<file path="config.mk">
export PLATFORM = sky130hd
export DESIGN_NAME = alu_slice_array_flat
export DESIGN_NICKNAME = d
export VERILOG_FILES = /design/src/rtl/alu_slice_array_if.sv /design/src/rtl/alu_slice_array.sv /design/src/flat_wrapper.sv
export SDC_FILE = /design/constraint.sdc
export NUM_CORES = 1
export LEC_CHECK = 0
export BUFFER_PORTS_ARGS = -buffer_cell sky130_fd_sc_hd__buf_2
export CAP_MARGIN = 10
export CORE_AREA = 5 5 158 160
export DETAILED_ROUTE_END_ITERATION = 12
export DIE_AREA = 0 0 163 165
export PLACE_DENSITY_LB_ADDON = 0.25
export SETUP_SLACK_MARGIN = 0.02
export SYNTH_ARGS = -nofsm -noshare
export SYNTH_HDL_FRONTEND = slang
export SYNTH_SLANG_ARGS = --single-unit
</file>
<file path="constraint.sdc">
create_clock -name clk -period 45.8 [get_ports clk]
set_input_delay 2.29 -clock clk [delete_from_list [all_inputs] [get_ports clk]]
set_output_delay 2.29 -clock clk [all_outputs]
set_load 0.01 [all_outputs]
</file>
<file path="src/rtl/alu_slice_array_if.sv">
// Operand/result bus for alu_slice_array. With ALU_STICKY_OVF_EN defined the bus
// also carries clr_ovf and sticky_ovf.
interface alu_slice_array_if #(parameter int WIDTH = 64);
  logic             in_valid;
  logic [WIDTH-1:0] A;
  logic [WIDTH-1:0] B;
  logic [2:0]       cntrl;
  logic             out_valid;
  logic [WIDTH-1:0] result;
  logic             negative;
  logic             zero;
  logic             overflow;
  logic             carry_out;
`ifdef ALU_STICKY_OVF_EN
  logic             clr_ovf;
  logic             sticky_ovf;
`endif

  modport master (
    output in_valid, A, B, cntrl,
`ifdef ALU_STICKY_OVF_EN
    output clr_ovf,
    input  sticky_ovf,
`endif
    input  out_valid, result, negative, zero, overflow, carry_out
  );

  modport slave (
    input  in_valid, A, B, cntrl,
`ifdef ALU_STICKY_OVF_EN
    input  clr_ovf,
    output sticky_ovf,
`endif
    output out_valid, result, negative, zero, overflow, carry_out
  );
endinterface

</file>
<file path="src/rtl/alu_slice_array.sv">
// Registered WIDTH-bit ripple ALU built from 1-bit cells, with NZVC flags.
// Optional ALU_STICKY_OVF_EN adds a sticky overflow bit cleared by clr_ovf.
module alu_cell (
  input  logic [2:0] cntrl,
  input  logic       a,
  input  logic       b,
  input  logic       cin,
  output logic       cout,
  output logic       res
);
  logic bb, sum;

  assign bb   = b ^ cntrl[0];
  assign sum  = a ^ bb ^ cin;
  assign cout = (a & bb) | (cin & (a ^ bb));

  always_comb begin
    res = 1'b0;
    unique case (cntrl)
      3'b000:         res = b;
      3'b010, 3'b011: res = sum;
      3'b100:         res = a & b;
      3'b101:         res = a | b;
      3'b110:         res = a ^ b;
      default:        res = 1'b0;
    endcase
  end
endmodule

module alu_slice_array #(parameter int WIDTH = 64) (
  input  logic               clk,
  input  logic               reset,
  alu_slice_array_if.slave   bus
);
  logic [WIDTH:0]   carry;
  logic [WIDTH-1:0] res_c;
  logic             arith;

  logic             out_valid_q, out_valid_d;
  logic [WIDTH-1:0] result_q, result_d;
  logic             negative_q, negative_d;
  logic             zero_q, zero_d;
  logic             overflow_q, overflow_d;
  logic             carry_out_q, carry_out_d;

  // Subtract feeds the +1 of two's complement in through the bit-0 carry.
  assign carry[0] = bus.cntrl[0];
  assign arith    = (bus.cntrl[2:1] == 2'b01);

  for (genvar i = 0; i < WIDTH; i++) begin : g_cell
    alu_cell u_cell (
      .cntrl (bus.cntrl),
      .a     (bus.A[i]),
      .b     (bus.B[i]),
      .cin   (carry[i]),
      .cout  (carry[i+1]),
      .res   (res_c[i])
    );
  end

  always_comb begin
    out_valid_d = bus.in_valid;
    result_d    = result_q;
    negative_d  = negative_q;
    zero_d      = zero_q;
    overflow_d  = overflow_q;
    carry_out_d = carry_out_q;
    if (bus.in_valid) begin
      result_d    = res_c;
      negative_d  = res_c[WIDTH-1];
      zero_d      = ~|res_c;
      overflow_d  = arith & (carry[WIDTH] ^ carry[WIDTH-1]);
      carry_out_d = arith & carry[WIDTH];
    end
  end

  always_ff @(posedge clk) begin
    if (reset) begin
      out_valid_q <= 1'b0;
      result_q    <= '0;
      negative_q  <= 1'b0;
      zero_q      <= 1'b0;
      overflow_q  <= 1'b0;
      carry_out_q <= 1'b0;
    end else begin
      out_valid_q <= out_valid_d;
      result_q    <= result_d;
      negative_q  <= negative_d;
      zero_q      <= zero_d;
      overflow_q  <= overflow_d;
      carry_out_q <= carry_out_d;
    end
  end

  assign bus.out_valid = out_valid_q;
  assign bus.result    = result_q;
  assign bus.negative  = negative_q;
  assign bus.zero      = zero_q;
  assign bus.overflow  = overflow_q;
  assign bus.carry_out = carry_out_q;

`ifdef ALU_STICKY_OVF_EN
  logic sticky_ovf_q, sticky_ovf_d;

  // Clear takes priority over a same-edge set.
  always_comb begin
    sticky_ovf_d = sticky_ovf_q | (bus.in_valid & arith & (carry[WIDTH] ^ carry[WIDTH-1]));
    if (bus.clr_ovf) sticky_ovf_d = 1'b0;
  end

  always_ff @(posedge clk) begin
    if (reset) sticky_ovf_q <= 1'b0;
    else       sticky_ovf_q <= sticky_ovf_d;
  end

  assign bus.sticky_ovf = sticky_ovf_q;
`endif
endmodule

</file>
<file path="src/flat_wrapper.sv">
// flat-port wrapper written by rule: the top's interface ports become plain ports
module alu_slice_array_flat 
#(parameter int WIDTH = 64)
  (clk, reset, bus_in_valid, bus_A, bus_B, bus_cntrl, bus_out_valid, bus_result, bus_negative, bus_zero, bus_overflow, bus_carry_out);
  alu_slice_array_if #(.WIDTH(WIDTH)) bus_i ();
  input  logic clk;
  input  logic reset;
  input wire logic [$bits(bus_i.in_valid)-1:0] bus_in_valid;
  input wire logic [$bits(bus_i.A)-1:0] bus_A;
  input wire logic [$bits(bus_i.B)-1:0] bus_B;
  input wire logic [$bits(bus_i.cntrl)-1:0] bus_cntrl;
  output wire logic [$bits(bus_i.out_valid)-1:0] bus_out_valid;
  output wire logic [$bits(bus_i.result)-1:0] bus_result;
  output wire logic [$bits(bus_i.negative)-1:0] bus_negative;
  output wire logic [$bits(bus_i.zero)-1:0] bus_zero;
  output wire logic [$bits(bus_i.overflow)-1:0] bus_overflow;
  output wire logic [$bits(bus_i.carry_out)-1:0] bus_carry_out;
  assign bus_i.in_valid = bus_in_valid;
  assign bus_i.A = bus_A;
  assign bus_i.B = bus_B;
  assign bus_i.cntrl = bus_cntrl;
  assign bus_out_valid = bus_i.out_valid;
  assign bus_result = bus_i.result;
  assign bus_negative = bus_i.negative;
  assign bus_zero = bus_i.zero;
  assign bus_overflow = bus_i.overflow;
  assign bus_carry_out = bus_i.carry_out;
  alu_slice_array #(.WIDTH(WIDTH)) u_core (.clk(clk), .reset(reset), .bus(bus_i));
endmodule
</file>
==> results of run 1 <==
## per-layer routing
layer	wire [µm]	up-vias
li1	-	3972
met1	13900	3842
met2	13200	269
met3	2370	49
met4	551	18
met5	102	-
## sequential cells by signal, summed over array words and instances (netlist names)
register and cells:
u_core.bus.out_valid 1, u_core.bus.zero 1, u_core.bus.result 63, u_core.bus.overflow 1, u_core.bus.carry_out 1, u_core.bus.negative 1
## per-stage QoR
step	utilization, %	worst slack, ps	std cells	total power, W
CTS	45.4	16290	1547	0.000237
global placement	44.3	16430	1532	0.000173
global route	45.4	15240	1549	0.000253
finish	45.4	16170	1549	0.000236
floorplan	-	17570	1084	0.000136
detailed placement	44.3	16050	1532	0.000175
## layout by cell type, fill, tap and decap left out, drive strengths merged, types with 18 or more instances in the layout
| cell | count |
|---|---|
| dfxtp | 68 |
| inv | 141 |
| xnor2 | 63 |
| ha | 128 |
| a221oi | 18 |
| a21oi | 40 |
| nand3b | 40 |
| nor2 | 107 |
| fa | 63 |
| buf | 212 |
| nand2b | 22 |
| a211oi | 30 |
| o21ai | 55 |
| o211ai | 21 |
| mux2i | 65 |
## logic make-up (layout without fill, tap and decap cells)
logic type | after synthesis | after routing
compound gates | 243 | 243
xor+xnor | 65 | 65
fa+ha+maj | 191 | 191
buf+inv | 225 | 369
flops | 68 | 68
mux | 65 | 65
other cells | 0 | 2
simple gates | 227 | 227
## critical path, delay by kind of cell
family                     cells  cell delay, ps
and+or+nand+nor                3             600
xor gates and xnor gates       1             250
adders and majority gates     63           24990
buffers and inverters          4            1170
AOI/OAI and AO/OA              2             520
## final cells by class
class | count | area (µm²) | share of cell area [%]
clock inverter | 5 | 30.0 | 0.284
clock buffer | 10 | 229 | 2.17
timing repair buffer | 212 | 1100 | 10.4
antenna | 2 | 5.00 | 0.0473
multi-input combinational | 791 | 6920 | 65.4
sequential | 68 | 1360 | 12.9
inverter | 142 | 533 | 5.04
tap | 319 | 399 | 3.78
## where the power goes
part | internal, W | switching (W) | leakage, nW
logic | 0.0000433 | 0.0000645 | 4.40
clock network | 0.0000360 | 0.0000257 | 0.124
registers | 0.0000641 | 0.00000264 | 0.561
## final timing paths
| kind | startpoint | end | slack, ps | depth (start not counted) |
|---|---|---|---|---|
| setup / recovery | bus_cntrl[0] | u_core.bus.zero$_SDFFE_PP0P_ | 16170 | 73 |
| hold / removal | u_core.bus.result[26]$_SDFFE_PP0P_ | u_core.bus.result[26]$_SDFFE_PP0P_ | 470 | 2 |
| setup reg to reg | u_core.bus.zero$_SDFFE_PP0P_ | u_core.bus.zero$_SDFFE_PP0P_ | 45020 | 2 |
| hold reg to reg | u_core.bus.result[26]$_SDFFE_PP0P_ | u_core.bus.result[26]$_SDFFE_PP0P_ | 470 | 2 |
## cell usage after synthesis, types with 7 or more instances
library cell / instances / area, µm²
mux2i_1: 65 / 651
o22ai_1: 10 / 62.6
fa_1: 63 / 1260
buf_1: 9 / 33.8
o2bb2ai_1: 10 / 87.6
nand4_1: 10 / 62.6
ha_1: 128 / 1600
nand2_1: 13 / 48.8
buf_2: 34 / 170
nand2b_1: 22 / 138
o211ai_1: 21 / 158
nand3b_1: 40 / 300
clkbuf_1: 35 / 131
a22o_1: 16 / 140
a221oi_1: 18 / 158
a311o_1: 7 / 70.1
nor2_1: 107 / 402
a21oi_1: 40 / 200
dfxtp_1: 68 / 1360
inv_1: 141 / 529
nor2b_1: 11 / 68.8
a31oi_1: 12 / 75.1
xnor2_1: 63 / 552
o21ai_0: 55 / 275
a211oi_1: 30 / 225
==> out/qor.yml, run 1 <==
gp_congestion: 0.909
syn_inst: 1084
grtUsageMet3_pct: 4.99
ir_worst_vdd_v: 0.0000156
n_fill_cell: 2425
avgRoutedWirePerCell_um: 19.4
start_util_pct: 39.5
synthAdderAreaFrac_pct: 31.1
fp-row-count: 56
final_area_um2: 10600
netlist_area_um2: 9190
clockBufferDepth: 2
viasPerCell: 5.26
cts.sink_count: 68
grt_pass1_wl_um: 45300
tightest_slew_ps: 1090
finalClockSkew_ps: 0
finalSetupViolCount: 0
synth-seq-cells: 68
cap_violations: 0
ys_types: 51
final_nets: 1549
worstPathMaxFanout: 73
cts-buffers-inserted: 9
clock_latency_ps: 330
grt_antenna_before_repair: 12
slowest_delay_ps: 570
status: "finished, final reports clean"
placed_area_um2: 10300
postCtsHoldBufs: 0
syn_nets: 1409
crit_top_cell: "fa_1"
grt_pass1_vias: 7777
io_pins: 203
met2_usage_pct: 33.5
route.detailed.drc: 0
io_buffers: 202
hp-class: "reg -> reg"
fin_tns_setup_ps: 0
yosys.area_share.xor_xnor_pct: 6.19
die_w_um: 163
cts_root_buffer: "clkbuf_16"
async_flop_share_pct: 0
antenna_left: 0
timing.fmax_mhz: 33.7
area_delta_synth_final_pct: 15.0
seq_area_frac_synth_pct: 14.8
slowest_stage: "buf_4"
rsz0062_at_grt: "no"
powerDensity_nw_per_um2: 22.3
synth_top_family_by_area: "adder cells"
ys_warn_count: 0
post_cts_buffers: 0
synth_edf_count: 0
cp-start-kind: "input port"
routed_wl_um: 30100
hpwl_um: 23600
core_area_um2: 23300
dieArea_um2: 26900
final_layout_size_suffix_gt1_share_pct: 19.2
first_iter_violations: 608
crit_arrival_ps: 29870
fin_crit_sh_pct: 64.7
synth_flop_cell: "dfxtp_1"
synth.avg_cell_area_um2: 8.48
holdWs_ps: 468
die-height_um: 165
path_clk_slew_ps: 60
end_kind: "flip-flop"
grt_max_degree: 82
synth_mux_area_share_pct: 7.08
p_leak_nw: 5.08
first_pass_iters: 7
detailroute.via_count: 8150
slew_violations: 0
cts_tree: "done"
slew-limit-headroom_pct: 27.0
grt_use_met1_pct: 31.1
period_minus_slack_ps: 29630
cts_resized: 0
grt.busiest_layer: "met2"
final_hold_viol_count: 0
synth-compound-area-share_pct: 18.0
crit_type: "in -> reg"
crit_required_ps: 46040
synthSimpleGateAreaFrac_pct: 12.9
htree_levels: 3
overflow: 0
grt_use_total_pct: 21.8
Power figures use the tool's default switching activity.
==> run 2, diff against run 1 <==
==> constraint.sdc (replaced) <==
create_clock -name clk -period 28.7 [get_ports clk]
set_input_delay 1.435 -clock clk [delete_from_list [all_inputs] [get_ports clk]]
set_output_delay 1.435 -clock clk [all_outputs]
set_load 0.01 [all_outputs]
==> run 2 against run 1 <==
Net effect:
- power up 61%
- worst hold slack worse by 6.7 ps
- critical path depth unchanged
- final cell count up 0.19%
- flip-flop and latch count unchanged
- clock power up 61%
- critical path type unchanged
- critical endpoint unchanged
- largest power group unchanged
==> out/qor.yml, run 2 (synthesis results as in run 1) <==
largest_reg_flops: 63  # unchanged
p_leak_nw: 5.10  # was 5.08 nW
routed_wl_um: 30200  # was 30100 µm
fin_util_pct: 45.6  # was 45.4%
gp_congestion: 0.904  # was 0.909
cap_violations: 0  # unchanged
io_pins: 203  # unchanged
rr_endpoint: "u_core.bus.negative$_SDFFE_PP0P_"  # was u_core.bus.zero$_SDFFE_PP0P_
grt_antenna_before_repair: 14  # was 12
clock_latency_ps: 330  # about the same
antenna_left: 0  # unchanged
n_fill_cell: 2405  # was 2425
ir_worst_vdd_v: 0.0000295  # was 0.0000156 V
cts.sink_count: 68  # unchanged
hold_end: "u_core.bus.result[12]$_SDFFE_PP0P_"  # was u_core.bus.result[26]$_SDFFE_PP0P_
start_util_pct: 39.5  # unchanged
grt_pass1_vias: 7951  # was 7777
critical-path-top-delay-family: "adder cells"  # unchanged
power_w: 0.000379  # was 0.000236 W
cts_root_buffer: "clkbuf_16"  # unchanged
worstReg2RegStart: "u_core.bus.negative$_SDFFE_PP0P_"  # was u_core.bus.zero$_SDFFE_PP0P_
place_ws_ps: 479  # was 16050 ps
dieArea_um2: 26900  # unchanged
period_minus_slack_ps: 27780
crit_arrival_ps: 28010  # was 29870 ps
r2r_cells: 2  # unchanged
placed_area_um2: 10300  # about the same
die-height_um: 165  # unchanged
rsz0062_at_grt: "no"  # unchanged
final_common_cell: "buf_2"  # unchanged
htree_levels: 3  # unchanged
hp-class: "reg -> reg"  # unchanged
avgRoutedWirePerCell_um: 19.5  # was 19.4 µm
timing.fmax_mhz: 36.0
path_depth: 73  # unchanged
crit_type: "in -> reg"  # unchanged
first_pass_iters: 5  # was 7
finalSetupViolCount: 0  # unchanged
cp-start-kind: "input port"  # unchanged
core_area_um2: 23300  # unchanged
final_hold_viol_count: 0  # unchanged
cts_tree: "done"  # unchanged
layout_common_cells: "buf_2 (199), inv_1 (141), ha_1 (128), nor2_1 (107), dfxtp_1 (68)"  # unchanged
powerDensity_nw_per_um2: 35.7  # was 22.3 nW/µm²
final_nets: 1551  # was 1549
clockBufferDepth: 2  # unchanged
fin_crit_sh_pct: 96.8
slew_violations: 0  # unchanged
tightest_slew_ps: 1020  # was 1090 ps
ff2ff_setup_slack_ps: 27940  # was 45020 ps
final_area_um2: 10600  # about the same
detailroute.via_count: 8151  # was 8150
final_layout_size_suffix_gt1_share_pct: 19.8  # was 19.2%
fp-row-count: 56  # unchanged
crit_top_cell: "fa_1"  # unchanged
slowest_delay_ps: 430  # was 570 ps
fin_ws_ps: 919  # was 16170 ps
hpwl_um: 23600  # about the same
min_path_cells: 2  # unchanged
first_iter_violations: 674  # was 608
path_clk_slew_ps: 60  # about the same
end_kind: "flip-flop"  # unchanged
viasPerCell: 5.25  # was 5.26
io_buffers: 202  # unchanged
grt_pass1_wl_um: 45700  # was 45300 µm
fin_tns_setup_ps: 0  # unchanged
slowest_stage: "fa_1"  # was buf_4
area_delta_synth_final_pct: 15.5  # was 15.0%
cts-buffers-inserted: 9  # unchanged
status: "finished, final reports clean"  # unchanged
crit_buf_inv: 4  # unchanged
min_from: "u_core.bus.result[12]$_SDFFE_PP0P_"  # was u_core.bus.result[26]$_SDFFE_PP0P_
grt_max_degree: 79  # was 82
post_cts_buffers: 0  # unchanged
overflow: 0  # unchanged
die_w_um: 163  # unchanged
finalClockSkew_ps: 0  # unchanged
worstPathMaxFanout: 16  # was 73
slew-limit-headroom_pct: 31.5  # was 27.0%
route.detailed.drc: 0  # unchanged
grt_use_total_pct: 22.0  # was 21.8%
crit_required_ps: 28930  # was 46040 ps
[run 2: cell type report]
| type | instances | area (µm²) | share of cell area (%) |
|---|---|---|---|
| clock inverter | 7 | 43.8 | 0.412 |
| timing repair buffer | 214 | 1120 | 10.5 |
| clock buffer | 9 | 225 | 2.12 |
| antenna | 2 | 5.00 | 0.0471 |
| sequential | 68 | 1360 | 12.8 |
| inverter | 142 | 533 | 5.02 |
| tap | 319 | 399 | 3.76 |
| multi-input combinational | 791 | 6940 | 65.3 |
[run 2: worst max-delay path by stage]
stage | end | from | slack (ps)
finish | u_core.bus.zero$_SDFFE_PP0P_ | bus_cntrl[0] | 920
global route | u_core.bus.zero$_SDFFE_PP0P_ | bus_cntrl[0] | 70
CTS | u_core.bus.zero$_SDFFE_PP0P_ | bus_cntrl[0] | 610
detailed placement | u_core.bus.zero$_SDFFE_PP0P_ | bus_cntrl[0] | 480
global placement | u_core.bus.zero$_SDFFE_PP0P_ | bus_cntrl[0] | 960
floorplan | u_core.bus.zero$_SDFFE_PP0P_ | bus_cntrl[0] | 1330
[run 2: per-stage QoR]
step | hold slack, ps | cells
floorplan | 490 | 1084
CTS | 464 | 1549
global route | 485 | 1552
detailed placement | 458 | 1533
global placement | 453 | 1533
finish | 461 | 1552
[run 2: timing repair]
action | 4_1_cts | 5_1_grt
endpoints found under the setup margin | 0 | 1
gates resized for setup | 0 | 5
hold buffers | 0 | 0
[run 2: layer usage]
metal | GRT usage [%] | vias up | part of all wire, %
met5 | 0 | - | 0.46
met4 | 6.40 | 24 | 2.5
met3 | 6.26 | 59 | 8.7
met2 | 34.0 | 274 | 43
met1 | 30.1 | 3813 | 45
li1 | - | 3981 | -
[run 2: power by group]
group	switching [W]	leakage, nW	total (W)	internal (W)
clock	0.0000415	0.131	0.0000993	0.0000579
sequential	0.00000412	0.561	0.000106	0.000102
combinational	0.000103	4.41	0.000173	0.0000699
[run 2: worst reg2reg max path, delay by kind of cell, from the launching register on]
kind / cells / cell delay [ps]
AOI/OAI and AO/OA: 1 / 220
DFF: 1 / 400
and+or+nand+nor: 1 / 60
==> run 3, diff against run 2 <==
--- a/config.mk
+++ b/config.mk
@@ -5,11 +5,12 @@
 export SDC_FILE = /design/constraint.sdc
 export NUM_CORES = 1
 export LEC_CHECK = 0
-export BUFFER_PORTS_ARGS = -buffer_cell sky130_fd_sc_hd__buf_2
 export CAP_MARGIN = 10
 export CORE_AREA = 5 5 158 160
+export CTS_CLUSTER_SIZE = 28
 export DETAILED_ROUTE_END_ITERATION = 12
 export DIE_AREA = 0 0 163 165
+export DONT_BUFFER_PORTS = 1
 export PLACE_DENSITY_LB_ADDON = 0.25
 export SETUP_SLACK_MARGIN = 0.02
 export SYNTH_ARGS = -nofsm -noshare
==> run 3 against run 2 <==
Net effect:
- register-to-register slack worse by 100 ps
- via count down 9.6%
- first-iteration DRC count fell by 14%
- maximum frequency is 0.41% higher
- combinational power is 25% lower
- flip-flop and latch count stayed put
- sequential share of layout area grew 1.5 points
- clock skew did not move
==> out/qor.yml, run 3 (synthesis results as in run 1) <==
status: "finished, final reports clean"  # unchanged
placed_area_um2: 9240  # was 10300 µm²
powerDensity_nw_per_um2: 36.6  # was 35.7 nW/µm²
finalClockSkew_ps: 0  # unchanged
holdWs_ps: 504  # was 461 ps
tightest_slew_ps: 1040  # was 1020 ps
n_fill_cell: 2419  # was 2405
postCtsHoldBufs: 0  # unchanged
cts-buffers-inserted: 9  # unchanged
gp_congestion: 0.886  # was 0.904
period_minus_slack_ps: 27670  # was 27780 ps
final_hold_viol_count: 0  # unchanged
route.detailed.drc: 0  # unchanged
power_w: 0.000349  # was 0.000379 W
fin_tns_setup_ps: 0  # unchanged
slowest_delay_ps: 440  # was 430 ps
area_delta_synth_final_pct: 3.70  # was 15.5%
cp-start-kind: "input port"  # unchanged
first_pass_iters: 5  # unchanged
die_w_um: 163  # unchanged
end_kind: "flip-flop"  # unchanged
cts_resized: 0  # unchanged
routed_wl_um: 29500  # was 30200 µm
start_util_pct: 39.5  # unchanged
final_area_um2: 9530  # was 10600 µm²
fin_crit_sh_pct: 96.4  # was 96.8%
crit_top_cell: "fa_1"  # unchanged
viasPerCell: 5.50  # was 5.25
met1_length_um: 12700  # was 13600 µm
slowest_stage: "fa_1"  # unchanged
grt_use_total_pct: 21.6  # was 22.0%
slew_violations: 0  # unchanged
grt_max_degree: 177  # was 79
antenna_left: 0  # unchanged
clockBufferDepth: 2  # unchanged
clock_latency_ps: 320  # was 330 ps
hp-class: "reg -> reg"  # unchanged
io_buffers: 0  # was 202
core_area_um2: 23300  # unchanged
final_layout_size_suffix_gt1_share_pct: 2.94  # was 19.8%
dieArea_um2: 26900  # unchanged
grt_pass1_vias: 7214  # was 7951
grt_pass1_wl_um: 44200  # was 45700 µm
largest_reg_flops: 63  # unchanged
worstPathMaxFanout: 176  # was 16
first_iter_violations: 578  # was 674
slew-limit-headroom_pct: 29.5  # was 31.5%
highest_layer: "met4"  # was met5
crit_required_ps: 28940  # was 28930 ps
wl_met3_um: 3310  # was 2640 µm
die-height_um: 165  # unchanged
diodes: 0  # was 2
grt_antenna_before_repair: 0  # was 14
overflow: 0  # unchanged
final_nets: 1341  # was 1551
cts.sink_count: 68  # unchanged
cts_tree: "done"  # unchanged
cts_root_buffer: "clkbuf_16"  # unchanged
rsz0062_at_grt: "no"  # unchanged
layout_common_cells: "inv_1 (141), ha_1 (128), nor2_1 (107), dfxtp_1 (68), mux2i_1 (65)"  # was buf_2 (199), inv_1 (141), ha_1 (128), nor2_1 (107), dfxtp_1 (68)
crit_arrival_ps: 27900  # was 28010 ps
finalSetupViolCount: 0  # unchanged
htree_levels: 3  # unchanged
hpwl_um: 22800  # was 23600 µm
detailroute.via_count: 7371  # was 8151
post_cts_buffers: 0  # unchanged
timing.fmax_mhz: 36.1  # was 36.0 MHz
route.met2.wl_um: 13000  # was 13100 µm
cap_violations: 0  # unchanged
fp-row-count: 56  # unchanged
io_pins: 203  # unchanged
avgRoutedWirePerCell_um: 22.0  # was 19.5 µm
fin_util_pct: 41.0  # was 45.6%
final_common_cell: "inv_1"  # was buf_2
p_leak_nw: 4.20  # was 5.10 nW
ir_worst_vdd_v: 0.0000296  # was 0.0000295 V
crit_type: "in -> reg"  # unchanged
path_clk_slew_ps: 60  # about the same
-- run 3: cell count changes in the layout (fill, tap and decap cells not counted), sizes merged --
cell,change
clkinv,+1
buf,-210
bufinv,+1
diode,-2
clkinvlp,-2
-- run 3: through the flow --
stage | worst slack [ps] | cells
after detailed placement | 861 | 1324
after floorplan | 1330 | 1084
after global routing | 203 | 1340
after global placement | 1160 | 1324
after CTS | 1120 | 1340
final | 1030 | 1340
-- run 3: final cells by class --
class / instances / area, µm² / area share (%)
clock buffers: 9 / 225 / 2.36
clock inverters: 7 / 67.6 / 0.709
inverters: 142 / 533 / 5.59
multi-input cells: 791 / 6920 / 72.6
flip-flops and latches: 68 / 1360 / 14.3
well taps: 319 / 399 / 4.19
repair buffers: 4 / 30.0 / 0.315
-- run 3: routing by layer --
layer	vias to the layer above	track usage (%)
met1	3524	28.8
met4	0	4.73
met3	25	8.44
li1	3561	-
met5	-	0
met2	261	33.3
-- run 3: worst paths after layout --
kind,from,endpoint,slack (ps),cells after the start
setup reg to reg,u_core.bus.negative$_SDFFE_PP0P_,u_core.bus.negative$_SDFFE_PP0P_,27840,2
hold reg to reg,u_core.bus.result[53]$_SDFFE_PP0P_,u_core.bus.result[53]$_SDFFE_PP0P_,500,2
setup / recovery,bus_cntrl[0],u_core.bus.zero$_SDFFE_PP0P_,1030,72
hold / removal,u_core.bus.result[53]$_SDFFE_PP0P_,u_core.bus.result[53]$_SDFFE_PP0P_,500,2
-- run 3: critical path, delay by kind of cell --
| kind | cells | cell delay [ps] |
|---|---|---|
| AO/OA/AOI/OAI | 3 | 690 |
| adder cells (fa/ha/maj) | 63 | 24840 |
| AND/OR/NAND/NOR | 3 | 610 |
| buffers and inverters | 3 | 230 |
-- run 3: power by group --
group	internal, W	total, W	switching, W
Combinational	0.0000573	0.000130	0.0000724
Sequential	0.000102	0.000113	0.0000103
Clock	0.0000668	0.000107	0.0000404
